[src/rtl/aes_engine_stream_adapter_if.sv]
// Bundle of controller, plaintext/ciphertext stream and AES core signals for the stream adapter.
// Handshake rule for every valid/ready pair: a transfer happens on a clk edge where both are high;
// once valid rises, valid and its data stay unchanged until that transfer.
interface aes_engine_stream_adapter_if #(
    parameter int DATA_W  = 32,
    parameter int BLOCK_W = 128,
    parameter int CNT_W   = 16
);
    logic               clear_i;
    logic               enable_i;
    logic               start_i;
    logic [CNT_W-1:0]   nblocks_i;
    logic [DATA_W-1:0]  in_data_i;
    logic               in_valid_i;
    logic               in_ready_o;
    logic [BLOCK_W-1:0] core_pt_o;
    logic               core_valid_o;
    logic               core_ready_i;
    logic [BLOCK_W-1:0] core_ct_i;
    logic               core_ct_valid_i;
    logic               core_ct_ready_o;
    logic [DATA_W-1:0]  out_data_o;
    logic               out_valid_o;
    logic               out_ready_i;
    logic               busy_o;
    logic               done_o;
    logic [CNT_W-1:0]   blk_cnt_o;
    logic [2:0]         dbg_state;

    modport master (
        output clear_i, enable_i, start_i, nblocks_i, in_data_i, in_valid_i,
               core_ready_i, core_ct_i, core_ct_valid_i, out_ready_i,
        input  in_ready_o, core_pt_o, core_valid_o, core_ct_ready_o, out_data_o,
               out_valid_o, busy_o, done_o, blk_cnt_o, dbg_state
    );

    modport slave (
        input  clear_i, enable_i, start_i, nblocks_i, in_data_i, in_valid_i,
               core_ready_i, core_ct_i, core_ct_valid_i, out_ready_i,
        output in_ready_o, core_pt_o, core_valid_o, core_ct_ready_o, out_data_o,
               out_valid_o, busy_o, done_o, blk_cnt_o, dbg_state
    );
endinterface

[src/rtl/aes_engine_stream_adapter.sv]
// Packs 32-bit plaintext words into AES blocks, unpacks ciphertext blocks into words,
// and answers the controller's start/clear/enable handshake with busy/done/block count.
module aes_engine_stream_adapter #(
    parameter int DATA_W  = 32,
    parameter int BLOCK_W = 128,
    parameter int CNT_W   = 16
) (
    input logic clk,
    input logic reset_n,
    aes_engine_stream_adapter_if.slave bus
);
    localparam int WORDS = BLOCK_W / DATA_W;
    localparam int IDX_W = $clog2(WORDS);
    localparam logic [IDX_W-1:0] LAST_IDX = IDX_W'(WORDS - 1);

    typedef enum logic [2:0] {
        ST_IDLE  = 3'd0,
        ST_LOAD  = 3'd1,
        ST_ISSUE = 3'd2,
        ST_WAIT  = 3'd3,
        ST_DRAIN = 3'd4,
        ST_DONE  = 3'd5
    } state_t;

    state_t                        state;
    logic [IDX_W-1:0]              widx;
    logic [WORDS-1:0][DATA_W-1:0]  pt_q;
    logic [WORDS-1:0][DATA_W-1:0]  ct_q;
    logic [CNT_W-1:0]              nblocks_q;
    logic [CNT_W-1:0]              blk_cnt;
    logic                          core_valid_q;
    logic                          out_valid_q;
    logic                          done_q;
    logic                          busy_q;
    logic [CNT_W:0]                cnt_inc;
    logic                          last_blk;

    // One extra bit so the final-block compare is exact even at the top count.
    assign cnt_inc  = {1'b0, blk_cnt} + (CNT_W+1)'(1);
    assign last_blk = (cnt_inc == {1'b0, nblocks_q});

    always_ff @(posedge clk or negedge reset_n) begin
        if (!reset_n) begin
            state        <= ST_IDLE;
            widx         <= '0;
            pt_q         <= '0;
            ct_q         <= '0;
            nblocks_q    <= '0;
            blk_cnt      <= '0;
            core_valid_q <= 1'b0;
            out_valid_q  <= 1'b0;
            done_q       <= 1'b0;
            busy_q       <= 1'b0;
        end else if (bus.clear_i) begin
            state        <= ST_IDLE;
            widx         <= '0;
            pt_q         <= '0;
            ct_q         <= '0;
            nblocks_q    <= '0;
            blk_cnt      <= '0;
            core_valid_q <= 1'b0;
            out_valid_q  <= 1'b0;
            done_q       <= 1'b0;
            busy_q       <= 1'b0;
        end else if (bus.enable_i) begin
            done_q <= 1'b0;
            case (state)
                ST_IDLE: begin
                    if (bus.start_i) begin
                        nblocks_q <= bus.nblocks_i;
                        blk_cnt   <= '0;
                        widx      <= '0;
                        busy_q    <= 1'b1;
                        if (bus.nblocks_i == '0) begin
                            state  <= ST_DONE;
                            done_q <= 1'b1;
                        end else begin
                            state <= ST_LOAD;
                        end
                    end
                end
                ST_LOAD: begin
                    if (bus.in_valid_i) begin
                        pt_q[widx] <= bus.in_data_i;
                        widx       <= widx + IDX_W'(1);
                        if (widx == LAST_IDX) begin
                            state        <= ST_ISSUE;
                            core_valid_q <= 1'b1;
                        end
                    end
                end
                ST_ISSUE: begin
                    if (bus.core_ready_i) begin
                        state        <= ST_WAIT;
                        core_valid_q <= 1'b0;
                    end
                end
                ST_WAIT: begin
                    if (bus.core_ct_valid_i) begin
                        ct_q        <= bus.core_ct_i;
                        state       <= ST_DRAIN;
                        out_valid_q <= 1'b1;
                    end
                end
                ST_DRAIN: begin
                    if (bus.out_ready_i) begin
                        widx <= widx + IDX_W'(1);
                        if (widx == LAST_IDX) begin
                            out_valid_q <= 1'b0;
                            if (blk_cnt != {CNT_W{1'b1}}) begin
                                blk_cnt <= cnt_inc[CNT_W-1:0];
                            end
                            if (last_blk) begin
                                state  <= ST_DONE;
                                done_q <= 1'b1;
                            end else begin
                                state <= ST_LOAD;
                            end
                        end
                    end
                end
                ST_DONE: begin
                    state  <= ST_IDLE;
                    busy_q <= 1'b0;
                end
                default: begin
                    state <= ST_IDLE;
                end
            endcase
        end
    end

    // Readies are gated by enable so a frozen engine never completes a transfer.
    assign bus.in_ready_o      = (state == ST_LOAD) && bus.enable_i;
    assign bus.core_ct_ready_o = (state == ST_WAIT) && bus.enable_i;
    assign bus.core_pt_o       = pt_q;
    assign bus.core_valid_o    = core_valid_q;
    assign bus.out_data_o      = ct_q[widx];
    assign bus.out_valid_o     = out_valid_q;
    assign bus.busy_o          = busy_q;
    assign bus.done_o          = done_q;
    assign bus.blk_cnt_o       = blk_cnt;
    assign bus.dbg_state       = state;
endmodule

[src/flat_wrapper.sv]
// flat-port wrapper written by rule: the top's interface ports become plain ports
module aes_engine_stream_adapter_flat 
#(
    parameter int DATA_W  = 32,
    parameter int BLOCK_W = 128,
    parameter int CNT_W   = 16
)
  (clk, reset_n, bus_clear_i, bus_enable_i, bus_start_i, bus_nblocks_i, bus_in_data_i, bus_in_valid_i, bus_core_ready_i, bus_core_ct_i, bus_core_ct_valid_i, bus_out_ready_i, bus_in_ready_o, bus_core_pt_o, bus_core_valid_o, bus_core_ct_ready_o, bus_out_data_o, bus_out_valid_o, bus_busy_o, bus_done_o, bus_blk_cnt_o, bus_dbg_state);
  aes_engine_stream_adapter_if #(.DATA_W(DATA_W), .BLOCK_W(BLOCK_W), .CNT_W(CNT_W)) bus_i ();
  input logic clk;
  input logic reset_n;
  input wire logic [$bits(bus_i.clear_i)-1:0] bus_clear_i;
  input wire logic [$bits(bus_i.enable_i)-1:0] bus_enable_i;
  input wire logic [$bits(bus_i.start_i)-1:0] bus_start_i;
  input wire logic [$bits(bus_i.nblocks_i)-1:0] bus_nblocks_i;
  input wire logic [$bits(bus_i.in_data_i)-1:0] bus_in_data_i;
  input wire logic [$bits(bus_i.in_valid_i)-1:0] bus_in_valid_i;
  input wire logic [$bits(bus_i.core_ready_i)-1:0] bus_core_ready_i;
  input wire logic [$bits(bus_i.core_ct_i)-1:0] bus_core_ct_i;
  input wire logic [$bits(bus_i.core_ct_valid_i)-1:0] bus_core_ct_valid_i;
  input wire logic [$bits(bus_i.out_ready_i)-1:0] bus_out_ready_i;
  output wire logic [$bits(bus_i.in_ready_o)-1:0] bus_in_ready_o;
  output wire logic [$bits(bus_i.core_pt_o)-1:0] bus_core_pt_o;
  output wire logic [$bits(bus_i.core_valid_o)-1:0] bus_core_valid_o;
  output wire logic [$bits(bus_i.core_ct_ready_o)-1:0] bus_core_ct_ready_o;
  output wire logic [$bits(bus_i.out_data_o)-1:0] bus_out_data_o;
  output wire logic [$bits(bus_i.out_valid_o)-1:0] bus_out_valid_o;
  output wire logic [$bits(bus_i.busy_o)-1:0] bus_busy_o;
  output wire logic [$bits(bus_i.done_o)-1:0] bus_done_o;
  output wire logic [$bits(bus_i.blk_cnt_o)-1:0] bus_blk_cnt_o;
  output wire logic [$bits(bus_i.dbg_state)-1:0] bus_dbg_state;
  assign bus_i.clear_i = bus_clear_i;
  assign bus_i.enable_i = bus_enable_i;
  assign bus_i.start_i = bus_start_i;
  assign bus_i.nblocks_i = bus_nblocks_i;
  assign bus_i.in_data_i = bus_in_data_i;
  assign bus_i.in_valid_i = bus_in_valid_i;
  assign bus_i.core_ready_i = bus_core_ready_i;
  assign bus_i.core_ct_i = bus_core_ct_i;
  assign bus_i.core_ct_valid_i = bus_core_ct_valid_i;
  assign bus_i.out_ready_i = bus_out_ready_i;
  assign bus_in_ready_o = bus_i.in_ready_o;
  assign bus_core_pt_o = bus_i.core_pt_o;
  assign bus_core_valid_o = bus_i.core_valid_o;
  assign bus_core_ct_ready_o = bus_i.core_ct_ready_o;
  assign bus_out_data_o = bus_i.out_data_o;
  assign bus_out_valid_o = bus_i.out_valid_o;
  assign bus_busy_o = bus_i.busy_o;
  assign bus_done_o = bus_i.done_o;
  assign bus_blk_cnt_o = bus_i.blk_cnt_o;
  assign bus_dbg_state = bus_i.dbg_state;
  aes_engine_stream_adapter #(.DATA_W(DATA_W), .BLOCK_W(BLOCK_W), .CNT_W(CNT_W)) u_core (.clk(clk), .reset_n(reset_n), .bus(bus_i));
endmodule
[config.mk]
export PLATFORM = sky130hd
export DESIGN_NAME = aes_engine_stream_adapter_flat
export DESIGN_NICKNAME = d
export VERILOG_FILES = /design/src/rtl/aes_engine_stream_adapter_if.sv /design/src/rtl/aes_engine_stream_adapter.sv /design/src/flat_wrapper.sv
export SDC_FILE = /design/constraint.sdc
export NUM_CORES = 1
export LEC_CHECK = 0
export BUFFER_PORTS_ARGS = -buffer_cell sky130_fd_sc_hd__buf_2
export CAP_MARGIN = 20
export CORE_MARGIN = 1
export CORE_UTILIZATION = 29
export DETAILED_ROUTE_END_ITERATION = 10
export HOLD_SLACK_MARGIN = 0.15
export SYNTH_ARGS = -nofsm -noshare
export SYNTH_HDL_FRONTEND = slang
export SYNTH_SLANG_ARGS = --single-unit
[constraint.sdc]
create_clock -name clk -period 2.6 [get_ports clk]
set_input_delay 0.26 -clock clk [delete_from_list [all_inputs] [get_ports clk]]
set_output_delay 0.26 -clock clk [all_outputs]
set_load 0.1 [all_outputs]
==> impl_metrics.toml <==
[placement]
gp_congestion = 0.933
dp_hpwl_um = 29400
io_buffers = 369

[clocking]
cts_root_buffer = "clkbuf_16"
clk_pin_slew_ns = 0.06
cts_tree = "built"
clock-sinks = 297
htree_levels = 2
clock_path_buffers = 3
numCtsBuffers = 36
clk_latency_ns = 0.54
postCtsSetupBuffers = 0

[floorplan]
rows = 78
start_util_pct = 29.7
dieWidth_um = 219
ios = 370
fp.dieH_um = 219
core-area_sq_um = 45800
die-area_sq_um = 47800

[global_route]
gr-usage-all-layers_pct = 18.8
overflow = 0
grt_pass1_vias = 13300
grt_pass1_wl_um = 71700
grt_max_degree = 168
antenna_found_initial = 0

[sta]
max_freq_mhz = 403
rsz0062_at_grt = "no"
drv_slew = 0
min_period_ns = 2.48
hold_violations = 0
finalSetupViolCount = 0
min_period_over_period_pct = 95.6
tns_ns = 0
slew_headroom_pct = 32.5
fin_worst_skew_ns = 0.0230
worst_pin_slew_ns = 1.01

[logic_synthesis]
yosysMostFrequentCell = "nand2_1"
yosys.area.top_type = "dfrtp_1"
syn-num-nets = 1696
synthFlopType = "dfrtp_1"
yosys_warnings = 0
avgSynthCellArea_sq_um = 9.03
synthesis.area_sq_um = 13600
synth_common_cells = "553 x nand2_1, 297 x dfrtp_1, 270 x a21oi_1"
synth_edf_count = 0
synth-seq-cells = 297
yosys.cell_types.count = 62
synthTopCellsByArea = "dfrtp_1 55%, nand2_1 15%, a21oi_1 9.9%"
netlist_instances = 1506
async_flop_share_pct = 100
ys_seq_area_share_pct = 54.7
synth_top_area_share_pct = 54.7

[pwr]
powerDensity_nw_per_um2 = 665
p_leak_uw = 0.00869
worst_ir_drop_vdd_mv = 0.449

[worst_setup_path]
critical_path_peak_fanout = 23
max_stage_delay_ns = 0.56
cp-end-kind = "output pin"
worstPathRequired_ns = 2.34
cp_cell_sequence = "buf_12 > mux4_2 > buf_2"
crit_type = "flop to output pin"
startpoint_type = "flop"
cpMaxStageDelayCell = "mux4_2"
cp.arrival_ns = 2.22

[layout]
fillers = 4403
fin_nets = 2202
antennaDiodeCount = 0
fin_util_pct = 42.0
drive_gt1_share_pct = 25.6
area_delta_synth_final_pct = 41.3

[routing]
via_per_inst = 4.92
detail_route.wl_per_cell_um = 17.2
drtIter0Drc = 763
num_vias = 13000
drc = 0
routed_wl_um = 45300
ant_nets = 0
first_pass_iters = 7

[outcome]
run_status = "finished clean"

[flow_run]
cap_violations = 0

[min_path]
min_path_type = "input pin to flop"
where the power goes:
part,internal [uW],switching [uW]
sequential,4800,186
clock,3150,2120
combinational,801,1720
total,8750,4020
flip-flops by register name, indices dropped and copies added (netlist names):
| name | flops |
|---|---|
| u_core.bus.done_o | 1 |
| u_core.bus.blk_cnt_o | 16 |
| u_core.bus.busy_o | 1 |
| u_core.bus.core_pt_o | 128 |
| u_core.ct_q | 128 |
| u_core.bus.dbg_state | 3 |
| u_core.widx | 2 |
| u_core.nblocks_q | 16 |
| u_core.bus.out_valid_o | 1 |
| u_core.bus.core_valid_o | 1 |
what timing repair did:
action | CTS | global route
endpoints found under the hold margin | 409 | 0
setup endpoints to repair | 0 | 0
hold buffers | 182 | 0
resized for setup | 0 | 0
kinds of logic (layout without fill, tap and decap cells):
| group | count (synthesis) | count (layout) | share of synthesized area, % |
|---|---|---|---|
| AOI/OAI and AO/OA | 354 | 354 | 13.9 |
| xor gates and xnor gates | 16 | 16 | 1.03 |
| adders and majority gates | 5 | 5 | 0.460 |
| buffers and inverters | 125 | 658 | 3.85 |
| DFF | 297 | 297 | 54.7 |
| muxes | 33 | 33 | 5.38 |
| and+or+nand+nor | 676 | 676 | 20.7 |
placed cells by master, fill, tap and decap left out, types with 3 or more instances in the layout:
cell / n
nand2_1: 552
buf_2: 367
dfrtp_1: 285
a21oi_1: 270
dlygate4sd3_1: 182
o21ai_0: 40
nor2_1: 39
clkbuf_16: 36
mux4_2: 32
buf_4: 23
nand2b_1: 22
xnor2_1: 14
dfrtp_2: 12
buf_12: 11
nand4_1: 10
clkbuf_8: 10
inv_1: 8
and2_1: 6
nor2b_1: 6
nor4_1: 6
clkbuf_1: 6
nand3_1: 5
a31oi_1: 5
nor3_1: 5
ha_1: 5
a21o_1: 4
o31ai_1: 3
nand3b_1: 3
o211ai_1: 3
o22ai_1: 3
inv_6: 3
bufinv_16: 3
clkinvlp_4: 3
routing by layer:
layer  GRT usage [%]  up-vias  part of all wire, %
met5               0        -                    0
met4            8.51        0                  3.7
met3            3.83      116                  5.9
met2            30.9      471                   49
met1            23.8     6331                   42
li1                -     6060                    -
critical path: cells and delay by family (launching register included):
kind,cells,cell delay (ns)
buffers and inverters,2,0.59
DFF,1,0.51
muxes,1,0.56
worst paths after layout:
path / slack (ns) / to / depth (start not counted) / from
setup reg to reg: 0.34 / u_core.bus.done_o / 7 / u_core.bus.blk_cnt_o[0]
max in group asynchronous: 1.50 / u_core.bus.core_pt_o[60] / 3 / reset_n
hold / removal: 0.20 / u_core.bus.busy_o / 4 / bus_enable_i
min in group asynchronous: 0.28 / u_core.ct_q[97] / 2 / reset_n
setup / recovery: 0.12 / bus_out_data_o[6] / 3 / u_core.widx[0]
hold reg to reg: 0.51 / u_core.nblocks_q[14] / 2 / u_core.nblocks_q[14]
area by class of cell:
| class | instances | area (sq um) | area share [%] |
|---|---|---|---|
| Clock buffer | 51 | 1050 | 5.45 |
| Clock inverter | 14 | 194 | 1.01 |
| Inverter | 8 | 30.0 | 0.156 |
| Multi-Input combinational cell | 1084 | 5660 | 29.5 |
| Sequential cell | 297 | 7450 | 38.8 |
| Tap cell | 600 | 751 | 3.91 |
| Timing Repair Buffer | 585 | 4080 | 21.2 |
through the flow:
step | total power, uW | hold slack (ns) | cells | instance area, sq um | setup slack [ns]
after floorplan | 6620 | -0.0356 | 1506 | 13600 | 0.000642
after global placement | 7350 | 0.254 | 2392 | 16100 | 0.349
after detailed placement | 7370 | 0.266 | 2392 | 16100 | 0.346
after CTS | 12900 | 0.155 | 2639 | 19200 | 0.0234
after global routing | 13300 | 0.195 | 2639 | 19200 | 0.00886
final | 12800 | 0.196 | 2639 | 19200 | 0.116
No activity file was read; power rests on OpenSTA's default activity.
